### config.mk
export PLATFORM = sky130hd
export DESIGN_NAME = enigma_feeder
export DESIGN_NICKNAME = d
export VERILOG_FILES = /design/src/rtl/enigma_feeder.sv
export SDC_FILE = /design/constraint.sdc
export NUM_CORES = 1
export LEC_CHECK = 0
export BUFFER_PORTS_ARGS = -buffer_cell sky130_fd_sc_hd__buf_2
export CORE_UTILIZATION = 55
export DETAILED_ROUTE_END_ITERATION = 8
export PLACE_DENSITY = 0.75
export SYNTH_ARGS = -nofsm -noshare
export SYNTH_HDL_FRONTEND = slang
export SYNTH_SLANG_ARGS = --single-unit
### constraint.sdc
create_clock -name clk_i -period 3.85 [get_ports clk_i]
set_input_delay 0.385 -clock clk_i [delete_from_list [all_inputs] [get_ports clk_i]]
set_output_delay 0.385 -clock clk_i [all_outputs]
set_load 0.05 [all_outputs]
### src/rtl/enigma_feeder.sv
// ASCII-to-letter feeder for an Enigma cipher core: buffers letters 1..26 in a FIFO
// and issues one symbol per cycle. Define ENIGMA_FEEDER_LOWERCASE_EN to accept 'a'..'z'.
module enigma_feeder #(
  parameter int FIFO_DEPTH = 8
) (
  input  logic        clk_i,
  input  logic        rst_i,
  input  logic [7:0]  ascii_i,
  input  logic        ascii_valid_i,
  output logic        ascii_ready_o,
  input  logic        hold_i,
  input  logic        flush_i,
  output logic [6:0]  symb_o,
  output logic [4:0]  level_o,
  output logic [15:0] symb_cnt_o,
  output logic [7:0]  drop_cnt_o
);

  localparam int PW = (FIFO_DEPTH > 1) ? $clog2(FIFO_DEPTH) : 1;
  localparam logic [4:0] DEPTH_L = 5'(FIFO_DEPTH);

  logic [6:0]    mem_q [FIFO_DEPTH];
  logic [6:0]    mem_d [FIFO_DEPTH];
  logic [PW-1:0] wr_ptr_q, wr_ptr_d;
  logic [PW-1:0] rd_ptr_q, rd_ptr_d;
  logic [4:0]    level_q, level_d;
  logic [6:0]    symb_q, symb_d;
  logic [15:0]   symb_cnt_q, symb_cnt_d;
  logic [7:0]    drop_cnt_q, drop_cnt_d;

  logic       is_letter_s;
  logic [6:0] letter_s;
  logic       ready_s;
  logic       accept_s;
  logic       push_s;
  logic       pop_s;

  // Letter decode of the incoming byte
  always_comb begin
    is_letter_s = 1'b0;
    letter_s    = 7'd0;
    if ((ascii_i >= 8'h41) && (ascii_i <= 8'h5A)) begin
      is_letter_s = 1'b1;
      letter_s    = ascii_i[6:0] - 7'h40;
    end
`ifdef ENIGMA_FEEDER_LOWERCASE_EN
    else if ((ascii_i >= 8'h61) && (ascii_i <= 8'h7A)) begin
      is_letter_s = 1'b1;
      letter_s    = ascii_i[6:0] - 7'h60;
    end
`endif
    else begin
      is_letter_s = 1'b0;
      letter_s    = 7'd0;
    end
  end

  // Ready depends only on occupancy so a full FIFO never relies on a same-edge pop
  always_comb begin
    ready_s  = rst_i && (level_q < DEPTH_L);
    accept_s = ascii_valid_i && ready_s;
    push_s   = accept_s && is_letter_s && !flush_i;
    pop_s    = !hold_i && !flush_i && (level_q != 5'd0);
  end

  // FIFO, output register and counter next-state
  always_comb begin
    mem_d      = mem_q;
    wr_ptr_d   = wr_ptr_q;
    rd_ptr_d   = rd_ptr_q;
    level_d    = level_q;
    drop_cnt_d = drop_cnt_q;
    symb_d     = pop_s ? mem_q[rd_ptr_q] : 7'd0;
    symb_cnt_d = pop_s ? (symb_cnt_q + 16'd1) : symb_cnt_q;

    if (flush_i) begin
      wr_ptr_d = '0;
      rd_ptr_d = '0;
      level_d  = 5'd0;
    end else begin
      if (push_s) begin
        mem_d[wr_ptr_q] = letter_s;
        wr_ptr_d        = wr_ptr_q + 1'b1;
      end else begin
        wr_ptr_d = wr_ptr_q;
      end
      if (pop_s) begin
        rd_ptr_d = rd_ptr_q + 1'b1;
      end else begin
        rd_ptr_d = rd_ptr_q;
      end
      case ({push_s, pop_s})
        2'b10:   level_d = level_q + 5'd1;
        2'b01:   level_d = level_q - 5'd1;
        default: level_d = level_q;
      endcase
      if (accept_s && !is_letter_s && (drop_cnt_q != 8'hFF)) begin
        drop_cnt_d = drop_cnt_q + 8'd1;
      end else begin
        drop_cnt_d = drop_cnt_q;
      end
    end
  end

  // State registers
  always_ff @(posedge clk_i or negedge rst_i) begin
    if (!rst_i) begin
      mem_q      <= '{default: 7'd0};
      wr_ptr_q   <= '0;
      rd_ptr_q   <= '0;
      level_q    <= 5'd0;
      symb_q     <= 7'd0;
      symb_cnt_q <= 16'd0;
      drop_cnt_q <= 8'd0;
    end else begin
      mem_q      <= mem_d;
      wr_ptr_q   <= wr_ptr_d;
      rd_ptr_q   <= rd_ptr_d;
      level_q    <= level_d;
      symb_q     <= symb_d;
      symb_cnt_q <= symb_cnt_d;
      drop_cnt_q <= drop_cnt_d;
    end
  end

  assign ascii_ready_o = ready_s;
  assign symb_o        = symb_q;
  assign level_o       = level_q;
  assign symb_cnt_o    = symb_cnt_q;
  assign drop_cnt_o    = drop_cnt_q;

endmodule

# Word-level counts from Yosys, hierarchy flattened
# Cells that the tools add are included.
totals:
  ff_bits: 98
  mem_bits_rw: 0
  wordCells: 67
  memories: 0
  in_bits: 13
  output_inout_bits: 37
  latchBits: 0
  mem_bits_ro: 0
op_classes:
  mul: 0
  mux: 15
  n_shift: 0
  add_sub_neg: 7
  reduce_logical: 19
  n_bitwise: 3
  n_lt_le_gt_ge: 6
  div: 0
  n_eq_ne: 3
ops:
  columns: ["op", "count"]
  rows:
  - ["$bwmux W56", 1]
  - ["$mux W7", 5]
  - ["$bmux W7 S3", 1]
  - ["$demux W7 S3", 1]
  - ["$add A16 B1 Y16 const B", 1]
  - ["$mux W3", 4]
  - ["$logic_and A1 B1 Y1", 10]
  - ["$pmux W5 S2", 1]
  - ["$add A8 B1 Y8 const B", 1]
  - ["$ge A4 B4 Y1 const B", 2]
  - ["$ge A8 B7 Y1 const B", 1]
  - ["$le A8 B7 Y1 const B", 1]
  - ["$ne A8 B8 Y1 const B", 1]
  - ["$not A3 Y4", 2]
  - ["$sub A7 B7 Y7 const B", 1]
  - ["$add A3 B1 Y3 const B", 2]
  - ["$add A5 B1 Y5 const B", 1]
  - ["$lt A5 B4 Y1 const B", 1]
  - ["$mux W5", 1]
  - ["$reduce_bool A5 Y1", 1]
  - ["$sub A5 B1 Y5 const B", 1]
  - ["$lt A4 B1 Y1 const B", 1]
  - ["$reduce_and A2 Y1", 2]
  - ["$reduce_bool A2 Y1", 2]
  - ["6 further kinds", 8]

# Depth between registers and ports, before layout
depth:
  depth_word: 8
  ltp_mapped: 11
  ltp_nobuf: 11

# Least setup slack after synthesis
# Ideal clock, no wire load.
synth_timing:
  kind: "register to register"
  start: "reg level_q[0], in the netlist level_o[0]"
  end: "reg level_q[4], in the netlist level_o[4]"
  arrival_ps: 2832
  t_required_ps: 3768
  path_stages_with_launch: 12
  synth_period_minus_slack_ps: 2914
  slack_ps: 936
  n_path_buf: 1
  setup_ps: 82
  cell_sequence: "dfrtp_1 nor3_1 a211oi_1 clkbuf_1 nand2b_1 inv_1 ha_1 nor2b_1 o21ai_0 nand2b_1 or4_1 a31oi_1"
synth_via:
  elab_chain_cells: 8
  word_cells_on_any_way: 14
  classes_between: "add/sub: 2; order compare: 1; eq/ne: 2; mux: 2; reduce/logical: 7"
synth_rtl:
  columns: ["element", "line", "rtl"]
  rows:
  - ["from (decl)", "26", "logic [4:0] level_q, level_d;"]
  - ["from (signal assigned)", "119", "level_q <= level_d;"]
  - ["$lt A5 B4 Y1", "60", "ready_s = rst_i && (level_q < DEPTH_L);"]
  - ["$logic_and A1 B1 Y1", "60", null]
  - ["$logic_and A1 B1 Y1", "61", "accept_s = ascii_valid_i && ready_s;"]
  - ["$logic_and A1 B1 Y1 (2 in series)", "62", "push_s = accept_s && is_letter_s && !flush_i;"]
  - ["$eq A2 B1 Y1 or $eq A2 B2 Y1 (tied branches)", "92", "case ({push_s, pop_s})"]
  - ["$pmux W5 S2", "92", null]
  - ["$mux W5", "76", "if (flush_i) begin"]
# Several ways; a longest one is shown, not always the timed one.
# A chain may end at the register's enable or synchronous reset.

# Worst setup path in the final report
layout_timing:
  start: "in rst_i"
  end: "reg level_q[4], in the netlist level_o[4]"
layout_via:
  elab_chain_cells: 7
  word_cells_on_any_way: 9
  classes_between: "eq/ne: 2; mux: 2; reduce/logical: 5"
layout_rtl:
  columns: ["element", "line", "rtl"]
  rows:
  - ["from (decl)", "7", "input logic rst_i,"]
  - ["$logic_and A1 B1 Y1 (*)", "60", null]
  - ["$logic_and A1 B1 Y1 (*)", "61", null]
  - ["$logic_and A1 B1 Y1 (*) (2 in series)", "62", null]
  - ["$eq A2 B1 Y1 or $eq A2 B2 Y1 (tied branches)", "92", null]
  - ["$pmux W5 S2", "92", null]
  - ["$mux W5", "76", null]
# Every way passes the cells marked *; elsewhere a longest branch is shown, timed or not.

==> results.cfg <==
[floorplanning]
ios = 50
die_w_um = 93.7
chipHeight_um = 93.7
core-area_um2 = 8180
fp-row-count = 33
dieArea_um2 = 8780
initial_utilization = 0.566

[setup_path]
regToRegStartpoint = level_o[4]
worstPathArrival_ps = 3510
cp.depth = 12
cp_slowest_cell = dlygate4sd3_1
worstSetupStartpointType = input port
crit_start = rst_i
reg2reg_depth = 10
max_stage_delay_ps = 520
r2r_end = level_o[4]
cp_top_family = simple AND/OR/NAND/NOR gates
reg2reg_setup_slack_ps = 990
path_cells = dlygate4sd3_1 -> buf_4 -> nand4bb_4 -> nor3_2 -> nand2b_1 -> inv_1 -> ha_1 -> nor2b_1 -> o21ai_0 -> nand2b_1 -> or4_1 -> a31oi_1
crit_buf_inv = 3
crit_end = level_o[4]
critPathMaxFanout = 28
crit_required_ps = 4140
criticalPathCategory = input port to flop
crit_top_cell = nand2b_1
endpoint_kind = flop

[synthesis]
synth_top_flop_cell = dfrtp_1
synth_cell_types = 46
synth_nets = 360
synth_edf_count = 0
netlist_top_cells_count = dfrtp_1, mux2_2, xnor2_1
synthMostInstantiatedCell = dfrtp_1
avgSynthCellArea_um2 = 13.6
async_flop_share = 1.00
ys_seq_elements = 98
yosysTopAreaCell = dfrtp_1
yosysSeqAreaShare = 0.530
yosys-top-cells-area = dfrtp_1, mux2_2, mux4_2
synth_warnings = 0
netlist_instances = 339
synth_area_um2 = 4620
netlist.area_leader.share = 0.530

[timing]
max_slew_margin = 0.325
tightest_slew_ps = 1010
setup_viol = 0
drv_slew = 0
timing_hold_violations_final = 0
rsz0062_at_grt = false
fin_skew_ps = 7.47
fin_crit_ps = 3220
final.setup.tns_ps = 0
fmax_mhz = 311
finalCritPeriodShare = 0.836

[place]
place_congestion = 0.726
dpl_cell_area_um2 = 4970
hpwl_mm = 5.71
io_buffers = 49

[finish]
area_growth_pct = 12.4
finalCoreUtilization = 0.636
regArea_um2 = 2450
multiInputGateArea_um2 = 2100
layout-drive-gt1-share = 0.353
final_area_um2 = 5200
nFillCells = 639
layout.nets = 410
antenna_cells = 0

[detailed_routing]
routedWlPerCell_um = 17.4
drc_errors = 0
viasPerCell = 5.61
routed_wl_mm = 8.67
ant_nets = 0
first_iter_violations = 202
firstDrtPassIters = 4
dr.max_layer_used = met4
met1_length_mm = 4.13
dr_wl_met3_um = 301
wl_met2_mm = 4.18
via_count = 2798

[power]
power.share.combinational = 0.198
p_leak_nw = 2.50
swShare = 0.323
ir_drop_v = 0.000392
seqPwrFrac = 0.493
pwr-share-clk = 0.308
internal_power_mw = 1.62
p_total_mw = 2.40
p_switching_mw = 0.773
power_density_nw_per_um2 = 461

[clock_network]
cts.sinks = 98
cts_buffers = 9
clock_path_buffers = 2
worstSkewPairLatency_ps = 370
ctsResizeCount = 0
cts_tree = built
ctsHtreeMaxLevel = 3
cts_root_buffer = clkbuf_8
cts.reportedPaths.clkPinSlew_ps = 90

[global_routing]
antenna_found_initial = 0
grt-ovfl-total = 0
grt_usage = 0.225
grt_max_degree = 74
grt_pass1_vias = 2830
grt_pass1_wl_mm = 14.6

[hold_path]
hold_depth = 2
holdCritPathClass = input port to flop

[outcome]
outcome = finished, final reports clean

[flow_run]
cap_violations = 0
layout make-up:
class,instances,area share
flip-flops and latches,98,0.472
well taps,105,0.0253
repair buffers,53,0.0539
clock inverters,4,0.0142
inverters,5,0.00361
clock buffers,12,0.0279
multi-input cells,222,0.403
worst reg2reg max path, delay by kind of cell (launching register included):
| kind | cells | cell delay [ps] |
|---|---|---|
| compound gates | 2 | 320 |
| fa+ha+maj | 1 | 320 |
| buf+inv | 1 | 90 |
| flops | 1 | 440 |
| simple gates | 6 | 1620 |
flip-flops by register name (all words and copies together), names as in the netlist:
register / cells
drop_cnt_o: 8
symb_cnt_o: 16
mem_q: 56
level_o: 5
wr_ptr_q: 3
rd_ptr_q: 3
symb_o: 7
worst min path at each step:
| stage | startpoint | endpoint | slack, ps |
|---|---|---|---|
| 2_1_floorplan | rst_i | drop_cnt_o[0] | 90 |
| 3_3_place_gp | rst_i | symb_cnt_o[4] | 320 |
| 3_5_place_dp | rst_i | symb_cnt_o[4] | 330 |
| 4_1_cts | flush_i | rd_ptr_q[2] | 340 |
| 5_1_grt | flush_i | rd_ptr_q[2] | 340 |
| 6_report | flush_i | rd_ptr_q[2] | 350 |
power by group through the flow:
| stage | Sequential (mW) | Clock [mW] | Combinational [mW] |
|---|---|---|---|
| 6_report | 1.18 | 0.739 | 0.475 |
| 5_1_grt | 1.20 | 0.798 | 0.514 |
| 4_1_cts | 1.18 | 0.753 | 0.480 |
| 3_5_place_dp | 1.20 | 0 | 0.478 |
| 3_3_place_gp | 1.20 | 0 | 0.469 |
| 2_1_floorplan | 1.32 | 0 | 0.225 |
repair_timing:
action | in CTS | in global routing
hold endpoints to repair | 25 | 0
hold buffers | 1 | 0
setup buffers | 0 | 0
endpoints found under the setup margin | 0 | 0
metrics by stage:
stage / setup WS (ps) / hold slack (ps) / instances
floorplan: 936 / 89.4 / 339
global placement: 771 / 323 / 482
detailed placement: 655 / 328 / 482
CTS: 628 / 337 / 499
global route: 351 / 343 / 499
finish: 631 / 350 / 499
per-layer routing:
layer | GRT usage | vias to the layer above
met5 | 0 | -
met1 | 0.317 | 1441
met4 | 0.0615 | 0
met2 | 0.352 | 48
li1 | - | 1305
met3 | 0.0534 | 4
logic make-up after synthesis:
| group | Yosys count | share of synthesized area |
|---|---|---|
| AND/OR/NAND/NOR | 105 | 0.162 |
| multiplexers | 67 | 0.194 |
| XOR/XNOR | 27 | 0.0511 |
| buffers and inverters | 19 | 0.0162 |
| flip-flops | 98 | 0.530 |
| AO/OA/AOI/OAI | 15 | 0.0225 |
| adder cells (fa/ha/maj) | 8 | 0.0233 |
layout by cell type, fill, tap and decap left out, types with 3 or more instances in the layout:
cell      count
nand4_1       8
nand2_1      17
xnor2_1      20
buf_4         4
ha_1          7
and2_0        3
dfrtp_1      98
buf_2        48
nor2_1       17
inv_1         5
and3_1        7
nor2b_1      18
nand3_1       8
clkbuf_8     10
mux2_2       42
mux4_2       14
xor2_1        7
mux2i_1      11
o21ai_0       3
nor4b_4       4
nand2b_1      4
nor4_4        3
Note: power is estimated with default switching activity, not from simulation.
